[config.mk]
export PLATFORM = sky130hd
export DESIGN_NAME = load_store_unit
export DESIGN_NICKNAME = d
export VERILOG_FILES = /design/src/rtl/load_store_unit.sv
export SDC_FILE = /design/constraint.sdc
export NUM_CORES = 1
export LEC_CHECK = 0
export CORE_UTILIZATION = 39
export DETAILED_ROUTE_END_ITERATION = 8
export GPL_TIMING_DRIVEN = 0
export PLACE_DENSITY = 0.82
export REMOVE_ABC_BUFFERS = 1
export SLEW_MARGIN = 20
export SYNTH_ARGS = -nofsm -noshare
export SYNTH_HDL_FRONTEND = slang
export SYNTH_SLANG_ARGS = --single-unit
export TNS_END_PERCENT = 1
[constraint.sdc]
create_clock -name clk -period 3.2 [get_ports clk]
set_input_delay 0.96 -clock clk [delete_from_list [all_inputs] [get_ports clk]]
set_output_delay 0.96 -clock clk [all_outputs]
set_load 0.02 [all_outputs]
[src/rtl/load_store_unit.sv]
// Single-outstanding load/store unit bridging execute to a 32-bit byte-lane bus.
// Optional response watchdog enabled by defining LSU_TIMEOUT_EN.
module load_store_unit #(
    parameter int ADDR_W         = 32,
    parameter int TIMEOUT_CYCLES = 255
) (
    input  logic              clk,
    input  logic              rst,
    input  logic              req_valid,
    output logic              req_ready,
    input  logic              req_is_store,
    input  logic [ADDR_W-1:0] req_addr,
    input  logic [1:0]        req_size,
    input  logic              req_sign,
    input  logic [2:0]        req_rdest,
    input  logic [31:0]       req_store_data,
    output logic              mem_req_valid,
    input  logic              mem_req_ready,
    output logic              mem_we,
    output logic [ADDR_W-1:0] mem_addr,
    output logic [3:0]        mem_be,
    output logic [31:0]       mem_wdata,
    input  logic              mem_rsp_valid,
    input  logic [31:0]       mem_rdata,
    output logic              wb_write_enable,
    output logic [2:0]        wb_rdest,
    output logic [1:0]        wb_data_size,
    output logic [31:0]       wb_data,
    output logic              busy,
    output logic              fault
);

    typedef enum logic [1:0] {IDLE, REQ, WAIT_RSP, WB} state_e;

    state_e            state_q, state_d;
    logic              is_store_q;
    logic [ADDR_W-1:0] addr_q;
    logic [1:0]        size_q;
    logic              sign_q;
    logic [2:0]        rdest_q;
    logic [31:0]       sdata_q;
    logic [31:0]       wb_data_q;
    logic              fault_q;

    logic        accept;
    logic        misalign;
    logic        timeout;
    logic [1:0]  off;
    logic [3:0]  base_be;
    logic [31:0] sdata_m;
    logic [31:0] lane;
    logic [31:0] ext;

    if (TIMEOUT_CYCLES < 1) begin : g_timeout_range
        $error("TIMEOUT_CYCLES must be at least 1");
    end

    assign accept   = (state_q == IDLE) && req_valid;
    assign misalign = ((req_size == 2'b01) && req_addr[0]) ||
                      (req_size[1] && (req_addr[1:0] != 2'b00));
    assign off      = addr_q[1:0];

`ifdef LSU_TIMEOUT_EN
    localparam int CNT_W = (TIMEOUT_CYCLES < 256) ? 8 : $clog2(TIMEOUT_CYCLES + 1);

    logic [CNT_W-1:0] cnt_q, cnt_d;

    // Expiry is the cycle the counter would reach the limit; a response then still wins.
    assign timeout = (state_q == WAIT_RSP) && !mem_rsp_valid &&
                     (cnt_q == CNT_W'(TIMEOUT_CYCLES - 1));

    always_comb begin
        cnt_d = cnt_q;
        if (state_q == REQ)
            cnt_d = '0;
        else if ((state_q == WAIT_RSP) && !mem_rsp_valid)
            cnt_d = cnt_q + 1'b1;
    end

    always_ff @(posedge clk) begin
        if (rst) cnt_q <= '0;
        else     cnt_q <= cnt_d;
    end
`else
    assign timeout = 1'b0;
`endif

    always_ff @(posedge clk) begin
        if (rst) state_q <= IDLE;
        else     state_q <= state_d;
    end

    always_comb begin
        state_d = state_q;
        unique case (state_q)
            IDLE:     if (accept && !misalign) state_d = REQ;
            REQ:      if (mem_req_ready) state_d = is_store_q ? IDLE : WAIT_RSP;
            WAIT_RSP: begin
                if (mem_rsp_valid) state_d = WB;
                else if (timeout)  state_d = IDLE;
            end
            WB:       state_d = IDLE;
            default:  state_d = IDLE;
        endcase
    end

    always_comb begin
        unique case (size_q)
            2'b00:   base_be = 4'b0001;
            2'b01:   base_be = 4'b0011;
            default: base_be = 4'b1111;
        endcase
        unique case (size_q)
            2'b00:   sdata_m = {24'b0, sdata_q[7:0]};
            2'b01:   sdata_m = {16'b0, sdata_q[15:0]};
            default: sdata_m = sdata_q;
        endcase
        lane = mem_rdata >> {off, 3'b000};
        unique case (size_q)
            2'b00:   ext = {{24{sign_q & lane[7]}}, lane[7:0]};
            2'b01:   ext = {{16{sign_q & lane[15]}}, lane[15:0]};
            default: ext = lane;
        endcase
    end

    always_comb begin
        req_ready       = (state_q == IDLE);
        busy            = (state_q != IDLE);
        mem_req_valid   = 1'b0;
        mem_we          = 1'b0;
        mem_addr        = '0;
        mem_be          = 4'b0000;
        mem_wdata       = 32'b0;
        wb_write_enable = 1'b0;
        wb_rdest        = 3'b0;
        wb_data_size    = 2'b10;
        wb_data         = wb_data_q;
        fault           = fault_q | timeout;
        if (state_q == REQ) begin
            mem_req_valid = 1'b1;
            mem_we        = is_store_q;
            mem_addr      = {addr_q[ADDR_W-1:2], 2'b00};
            mem_be        = base_be << off;
            mem_wdata     = sdata_m << {off, 3'b000};
        end
        if (state_q == WB) begin
            wb_write_enable = 1'b1;
            wb_rdest        = rdest_q;
        end
    end

    always_ff @(posedge clk) begin
        if (rst) begin
            is_store_q <= 1'b0;
            addr_q     <= '0;
            size_q     <= 2'b00;
            sign_q     <= 1'b0;
            rdest_q    <= 3'b0;
            sdata_q    <= 32'b0;
            wb_data_q  <= 32'b0;
            fault_q    <= 1'b0;
        end else begin
            fault_q <= accept && misalign;
            if (accept && !misalign) begin
                is_store_q <= req_is_store;
                addr_q     <= req_addr;
                size_q     <= req_size;
                sign_q     <= req_sign;
                rdest_q    <= req_rdest;
                sdata_q    <= req_store_data;
            end
            if ((state_q == WAIT_RSP) && mem_rsp_valid)
                wb_data_q <= ext;
        end
    end

endmodule

Word-level counts from Yosys, hierarchy flattened
Cells that the tools add are included.

word-level totals
  flip-flop bits (word level) = 106
  input bits = 108
  output and inout port bits = 111
  word-level logic and storage cells = 50

operators by class
  equal/unequal tests = 8
  shifts and indexed selects = 3
  mux-type cells = 15
  bitwise operators = 2
  reductions and logical operators = 13

operators by type and width
  operator                                        number
  case mux 32 bit (2 select lines)                2
  two-way mux 32 bit                              2
  << shifter 32 x 5 -> 32 bit                     1
  >> shifter 32 x 5 -> 32 bit                     1
  two-way mux 2 bit                               4
  case mux 2 bit (4 select lines)                 1
  case mux 4 bit (2 select lines)                 1
  == test 2 x 1 -> 1 bit (second input constant)  3
  logical AND 1 bit                               6
  == test 2 bit (second input constant)           2
  logical NOT 2 bit                               2
  two-way mux 4 bit                               1
  != test 2 bit (second input constant)           2
  nonzero test 2 bit                              2
  << shifter 4 x 2 -> 4 bit                       1
  two-way mux 1 bit                               3
  two-way mux 3 bit                               1
  AND reduction 3 bit                             1
  bitwise AND 1 bit                               2
  != test 2 x 1 -> 1 bit (second input constant)  1
  logical NOT 1 bit                               1
  logical OR 1 bit                                1

Logic depth before layout (Yosys ltp)
Gate-level depths: netlist (run 1).

  depth in word-level cells = 7
  gate-level depth with buffers = 7

Worst setup path before layout (run 1)
OpenSTA, ideal clock, no wires.

  kind = reg-to-output
  start = reg addr_q[1]
  end = out mem_wdata[30]
  data arrival time = 1.682 ns
  data required time = 2.240 ns
  slack = 0.558 ns
  stages on the path, launching flop included = 6
  buffers on the path = 3
  cells stage by stage = dfxtp_1 buf_2 buf_2 buf_1 a211oi_1 a211oi_1

between the ends
  longest elaborated chain between the ends = 2

RTL lines
  element                      RTL line  RTL
  from (decl)                  37        logic [ADDR_W-1:0] addr_q;
  from (signal assigned)       166       addr_q <= req_addr;
  << shifter 32 x 5 -> 32 bit  144       mem_wdata = sdata_m << {off, 3'b000};
  two-way mux 32 bit           139       if (state_q == REQ) begin
  to (decl)                    22        output logic [31:0] mem_wdata,

No other way between the ends.

==> qor.yml, run 1 <==
grt_pass1_wl_mm: 25.7
wl_per_cell_um: 16.0
critPathKind: "reg2out"
die_h_um: 116
synth_top_cell_area_share: 0.416
clk_path_buf_depth: 2
top_layer: "met4"
clkSlewWorstSetupHoldPaths_ns: 0.07
final.min_clock_period_ns: 3.12
yosys_warnings: 0
synth_area_leader_cell: "dfxtp_1"
swShare: 0.277
maxSlewViolCount: 0
synthSimpleGateAreaFrac: 0.258
drt_first_pass_iters: 4
grt.overflow.total: 0
worstSetupStartpointType: "register"
avgSynthCellArea_um2: 7.63
wl_met1_mm: 6.67
fin_cells: 1028
io_buffers: 214
p_sw_uw: 838
holdBufCountCts: 0
fin_worst_skew_ns: 0.00699
setup_viol: 0
grt_max_degree: 66
insertion_delay_ns: 0.35
cts_tree: "built"
wl_met2_mm: 7.88
grtUsageTotal: 0.248
grt_pass1_vias: 5086
routed_wl_mm: 16.4
synthMuxAreaShare: 0.0552
place.gp.congestion: 0.809
dieArea_um2: 13500
drv_cap: 0
period_share: 0.974
synth_flop_cell: "dfxtp_1"
synth_seq_cells: 106
first_iter_violations: 377
postRouteAntennaNets: 0
path_max_fanout: 17
final_cell_mix: "nand2_1 (176), clkdlybuf4s50_1 (173), dfxtp_1 (100)"
hold_class: "reg2reg"
core_region_area_um2: 12700
comb_power_share: 0.190
route.vias.total: 5226
syn_area_um2: 5100
synthAdderAreaFrac: 0
layout_commonest_cell: "nand2_1"
seq_area_frac_synth: 0.416
arrival_ns: 2.16
slew_headroom: 0.480
htree_levels: 3
status: "finished clean"
tritoncts.num_buffers: 9
synth_top_family_by_area: "simple AND/OR/NAND/NOR gates"
async_reset_ff_frac: 0
worstPathRequired_ns: 2.24
worst_pin_slew_ns: 0.780
placed_cells: 1006
ir_worst_vdd_uv: 328
root_buffer: "clkbuf_16"
synthCells: 668
io_pins: 219
total_power_uw: 3020
p_seq_frac: 0.474
num_rows: 41
rsz0062_at_grt: "true"
start_util: 0.402
drc: 0
antenna_found_initial: 0
fin_nets: 961
cp-end-kind: "primary output"
hold_violations: 0
synth-edff-count: 0
multi_input_area_um2: 2770
synth_xor_xnor_area_share: 0
post-dp-hpwl_mm: 11.3
p_leak_uw: 0.00313
fill_cells: 1137
area_growth_pct: 53.3
final_layout_size_suffix_gt1_frac: 0.0794
clock_sink_count: 106
synth.area.top_cells: "dfxtp_1 (42%), nand2_1 (13%), a21oi_1 (9.5%), a211oi_1 (5.3%), and2_1 (4.9%)"
dr_wl_met3_mm: 1.64
via_per_inst: 5.08
synth_compound_area_frac: 0.213
clkPwrFrac: 0.336
die_w_um: 116
p_int_uw: 2180
yosys.cell_types.count: 34
insertedDiodeCount: 0
fmaxAchievable_mhz: 321
powerDensity_nw_per_um2: 387
regArea_um2: 2130
==> state kept, by name, indices dropped and copies added, names as in the netlist, named ones only <==
signal      cells
addr_q         32
fault           1
is_store_q      1
rdest_q         3
sdata_q        32
sign_q          1
size_q          2
state_q         1
wb_data        32
==> per-stage QoR <==
step	util	setup TNS (ns)	cell area, µm²	setup WS (ns)	hold WS [ns]
2_1_floorplan	-	-8.10	4830	-0.263	0.426
3_3_place_gp	0.568	-251.07	7190	-2.34	0.437
3_5_place_dp	0.582	-39.46	7370	-1.44	0.442
4_1_cts	0.608	-0.113	7700	-0.0877	0.451
5_1_grt	0.616	-0.181	7810	-0.0350	0.468
6_report	0.616	0	7810	0.0825	0.449
==> power by group through the flow <==
stage | clock network, µW | registers (µW) | logic (µW)
2_1_floorplan | 0 | 1470 | 228
3_3_place_gp | 0 | 1470 | 514
3_5_place_dp | 0 | 1460 | 555
4_1_cts | 1040 | 1430 | 571
5_1_grt | 1090 | 1440 | 625
6_report | 1020 | 1430 | 573
==> logic make-up after synthesis <==
kind of cell    count (synthesis)
mux                            25
compound gates                176
buf+inv                        64
flops                         106
simple gates                  295
other cells                     2
==> per-layer routing <==
layer / vias up / track usage
met3: 14 / 0.0970
met2: 190 / 0.427
li1: 2626 / -
met5: - / 0
met1: 2396 / 0.280
met4: 0 / 0.0838
==> area by class of cell <==
class	count	share of cell area
Clock buffer	9	0.0288
Clock inverter	5	0.00432
Inverter	4	0.00240
Multi-Input combinational cell	501	0.354
Sequential cell	106	0.273
Tap cell	172	0.0276
Timing Repair Buffer	230	0.308
Timing Repair inverter	1	0.000961
==> what timing repair did <==
item                                   CTS  global route
buffers inserted                         2             4
pin swaps                                1             0
cloned                                   2             0
setup endpoints to repair               68            28
endpoints found under the hold margin    0             0
gates resized for setup                 39            22
==> synth_stat cells (6+ instances only) <==
library cell  count
mux2_2           15
a32oi_1           8
mux2i_1           9
nor2_1           43
buf_1             6
a211oi_1         36
nor3b_1           8
and2_1           40
clkbuf_1         32
a22o_1            7
o21ai_0           9
o211ai_1          7
buf_2            17
nor2b_1          14
dfxtp_1         106
a2bb2oi_1         9
a21oi_1          97
nand2_1         176
==> worst max-delay path, cell delays in order (launching register included) <==
cell             delay [ns]
dfxtp_2                0.39
nand2b_4               0.28
clkinvlp_4             0.33
and2_1                 0.27
clkdlybuf4s50_1        0.53
==> worst paths after layout <==
check	from	end	slack, ns	depth (start not counted)
setup / recovery	register	mem_addr[25]	0.08	4
hold / removal	addr_q[12]	addr_q[12]	0.45	2
setup reg to reg	addr_q[1]	wb_data[30]	0.70	5
hold reg to reg	addr_q[12]	addr_q[12]	0.45	2
Power figures use the tool's default switching activity.
==> inputs of run 2 (changes only) <==
--- a/config.mk
+++ b/config.mk
@@ -5,10 +5,12 @@
 export SDC_FILE = /design/constraint.sdc
 export NUM_CORES = 1
 export LEC_CHECK = 0
+export ABC_AREA = 1
+export CORE_MARGIN = 2
 export CORE_UTILIZATION = 39
 export DETAILED_ROUTE_END_ITERATION = 8
 export GPL_TIMING_DRIVEN = 0
-export PLACE_DENSITY = 0.82
+export PLACE_DENSITY = 0.8
 export REMOVE_ABC_BUFFERS = 1
 export SLEW_MARGIN = 20
 export SYNTH_ARGS = -nofsm -noshare
==> qor.yml, run 2 <==
clkSlewWorstSetupHoldPaths_ns: 0.07  # about the same
antenna_found_initial: 0  # unchanged
fin_worst_skew_ns: 0.00879  # +0.00180 ns
num_rows: 43  # +4.9%
via_per_inst: 4.96  # -2.4%
final_layout_size_suffix_gt1_frac: 0.0417  # -0.0377
hold_class: "reg2reg"
critPathKind: "reg2out"
die_w_um: 122  # +5.3%
area_growth_pct: 45.6
drt_first_pass_iters: 5  # +1
period_share: 0.951  # -0.0231
final_cell_mix: "clkdlybuf4s50_1 (188), nand2_1 (166), inv_1 (109)"
postRouteAntennaNets: 0  # unchanged
setup_viol: 0  # unchanged
post-dp-hpwl_mm: 10.7  # -4.6%
wl_per_cell_um: 13.7  # -14%
insertedDiodeCount: 0  # unchanged
rsz0062_at_grt: "false"
insertion_delay_ns: 0.34  # about the same
drc: 0  # unchanged
maxSlewViolCount: 0  # unchanged
synth-edff-count: 0  # unchanged
ir_worst_vdd_uv: 233  # -29%
fin_nets: 1109  # +15%
grt_pass1_wl_mm: 25.7  # about the same
htree_levels: 3  # unchanged
grt.overflow.total: 0  # unchanged
cp-end-kind: "primary output"
seq_area_frac_synth: 0.388  # -0.0287
powerDensity_nw_per_um2: 460  # +19%
fin_ws_ns: 0.156  # +0.0739 ns
clock_sink_count: 106  # unchanged
yosys.cell_types.count: 26  # -24%
tritoncts.num_buffers: 9  # unchanged
final.min_clock_period_ns: 3.04  # -0.0739 ns
layout_commonest_cell: "clkdlybuf4s50_1"
first_iter_violations: 366  # -2.9%
core_region_area_um2: 13800  # +8.7%
fmaxAchievable_mhz: 329  # +2.4%
total_power_uw: 3660  # +21%
arrival_ns: 2.08  # -0.08 ns
routed_wl_mm: 16.2  # -1.3%
worstSetupStartpointType: "register"
fin_cells: 1186  # +15%
start_util: 0.397  # -0.00484
placed_cells: 1169  # +16%
hold_violations: 0  # unchanged
place.gp.congestion: 0.808  # -0.12%
grt_max_degree: 75  # +14%
root_buffer: "clkbuf_16"
synth_commonest_cells: "nand2_1 (168), inv_1 (112), dfxtp_1 (106)"
async_reset_ff_frac: 0  # unchanged
status: "finished clean"
p_leak_uw: 0.00368  # +18%
dpl_cell_area_um2: 7570  # +2.7%
path_max_fanout: 40  # +23
slew_headroom: 0.474  # -0.00642
worst_pin_slew_ns: 0.789  # +0.00849 ns
final_area_um2: 7970  # +2.0%
drv_cap: 0  # unchanged
dieArea_um2: 15000  # +11%
grt_pass1_vias: 5372  # +5.6%
synth_seq_cells: 106  # unchanged
clk_path_buf_depth: 2  # unchanged
synth_flop_cell: "dfxtp_1"
yosys_warnings: 0  # unchanged
die_h_um: 122  # +5.3%
place_ws_ns: -0.442  # +0.999 ns
cts_tree: "built"
synth_area_leader_cell: "dfxtp_1"
yosysMostFrequentCell: "nand2_1"
worstPathRequired_ns: 2.24  # about the same
syn_area_um2: 5470  # +7.4%
io_pins: 219  # unchanged
io_buffers: 214  # unchanged
synth_top_cell_area_share: 0.388  # -0.0287
synthCells: 833  # +25%
synth.area.top_cells: "dfxtp_1 (39%), nand2_1 (12%), o21ai_0 (8.0%), inv_1 (7.7%), nor2_1 (6.2%)"
route.vias.total: 5882  # +13%
avgSynthCellArea_um2: 6.57  # -14%
grtUsageTotal: 0.215  # -0.0331
whs_ns: 0.452  # +0.00323 ns
-- run 2: path summary, 6_finish.rpt --
path	startpoint	to	slack, ns	cells past startpoint
min reg2reg	addr_q[14]	addr_q[14]	0.45	2
max	addr_q[0]	mem_wdata[11]	0.16	5
min	addr_q[14]	addr_q[14]	0.45	2
max reg2reg	register	sdata_q[13]	1.00	8
-- run 2: repair_timing --
action	4_1_cts	5_1_grt
pin swaps	0	2
setup endpoints to repair	35	32
hold buffers	0	0
gates resized for setup	28	24
endpoints found under the hold margin	0	0
cloned	1	0
buffers inserted	0	0
-- run 2: power by group --
part | total (µW) | switching, µW | internal, µW
clock | 1100 | 491 | 609
combinational | 1030 | 612 | 422
sequential | 1530 | 85.6 | 1450
total | 3660 | 1190 | 2480
-- run 2: metrics by stage --
stage,utilization,setup TNS (ns)
after floorplan,-,0
after global placement,0.545,-120.90
after detailed placement,0.550,-6.43
after CTS,0.574,-0.00792
after global routing,0.578,0
final,0.578,0
-- run 2: per-layer routing --
layer / GRT usage / vias up / share of wire
met3: 0.0623 / 28 / 0.078
li1: - / 2996 / -
met5: 0 / - / 0
met2: 0.348 / 210 / 0.46
met1: 0.266 / 2648 / 0.44
met4: 0.0955 / 0 / 0.024
-- run 2: layout make-up --
cell class,instances,area (µm²)
Clock buffer,12,236
Clock inverter,4,52.6
Fill cell,1383,5810
Inverter,118,467
Multi-Input combinational cell,549,2630
Sequential cell,106,2130
Tap cell,180,225
Timing Repair Buffer,216,2220
Timing Repair inverter,1,8.76
-- run 2: worst max-delay path: stages (launching register included) --
cell             delay, ns
dfxtp_4               0.67
inv_16                0.13
nand2_1               0.10
o21ai_0               0.11
nor2_1                0.11
clkdlybuf4s50_1       0.61
-- run 2: cells by family (layout without fill, tap and decap cells) --
| logic type | Yosys count | after routing | synth area share |
|---|---|---|---|
| buffers and inverters | 180 | 351 | 0.143 |
| AND/OR/NAND/NOR | 334 | 334 | 0.251 |
| flip-flops | 106 | 106 | 0.388 |
| other | 2 | 4 | 0.00137 |
| AO/OA/AOI/OAI | 211 | 211 | 0.217 |
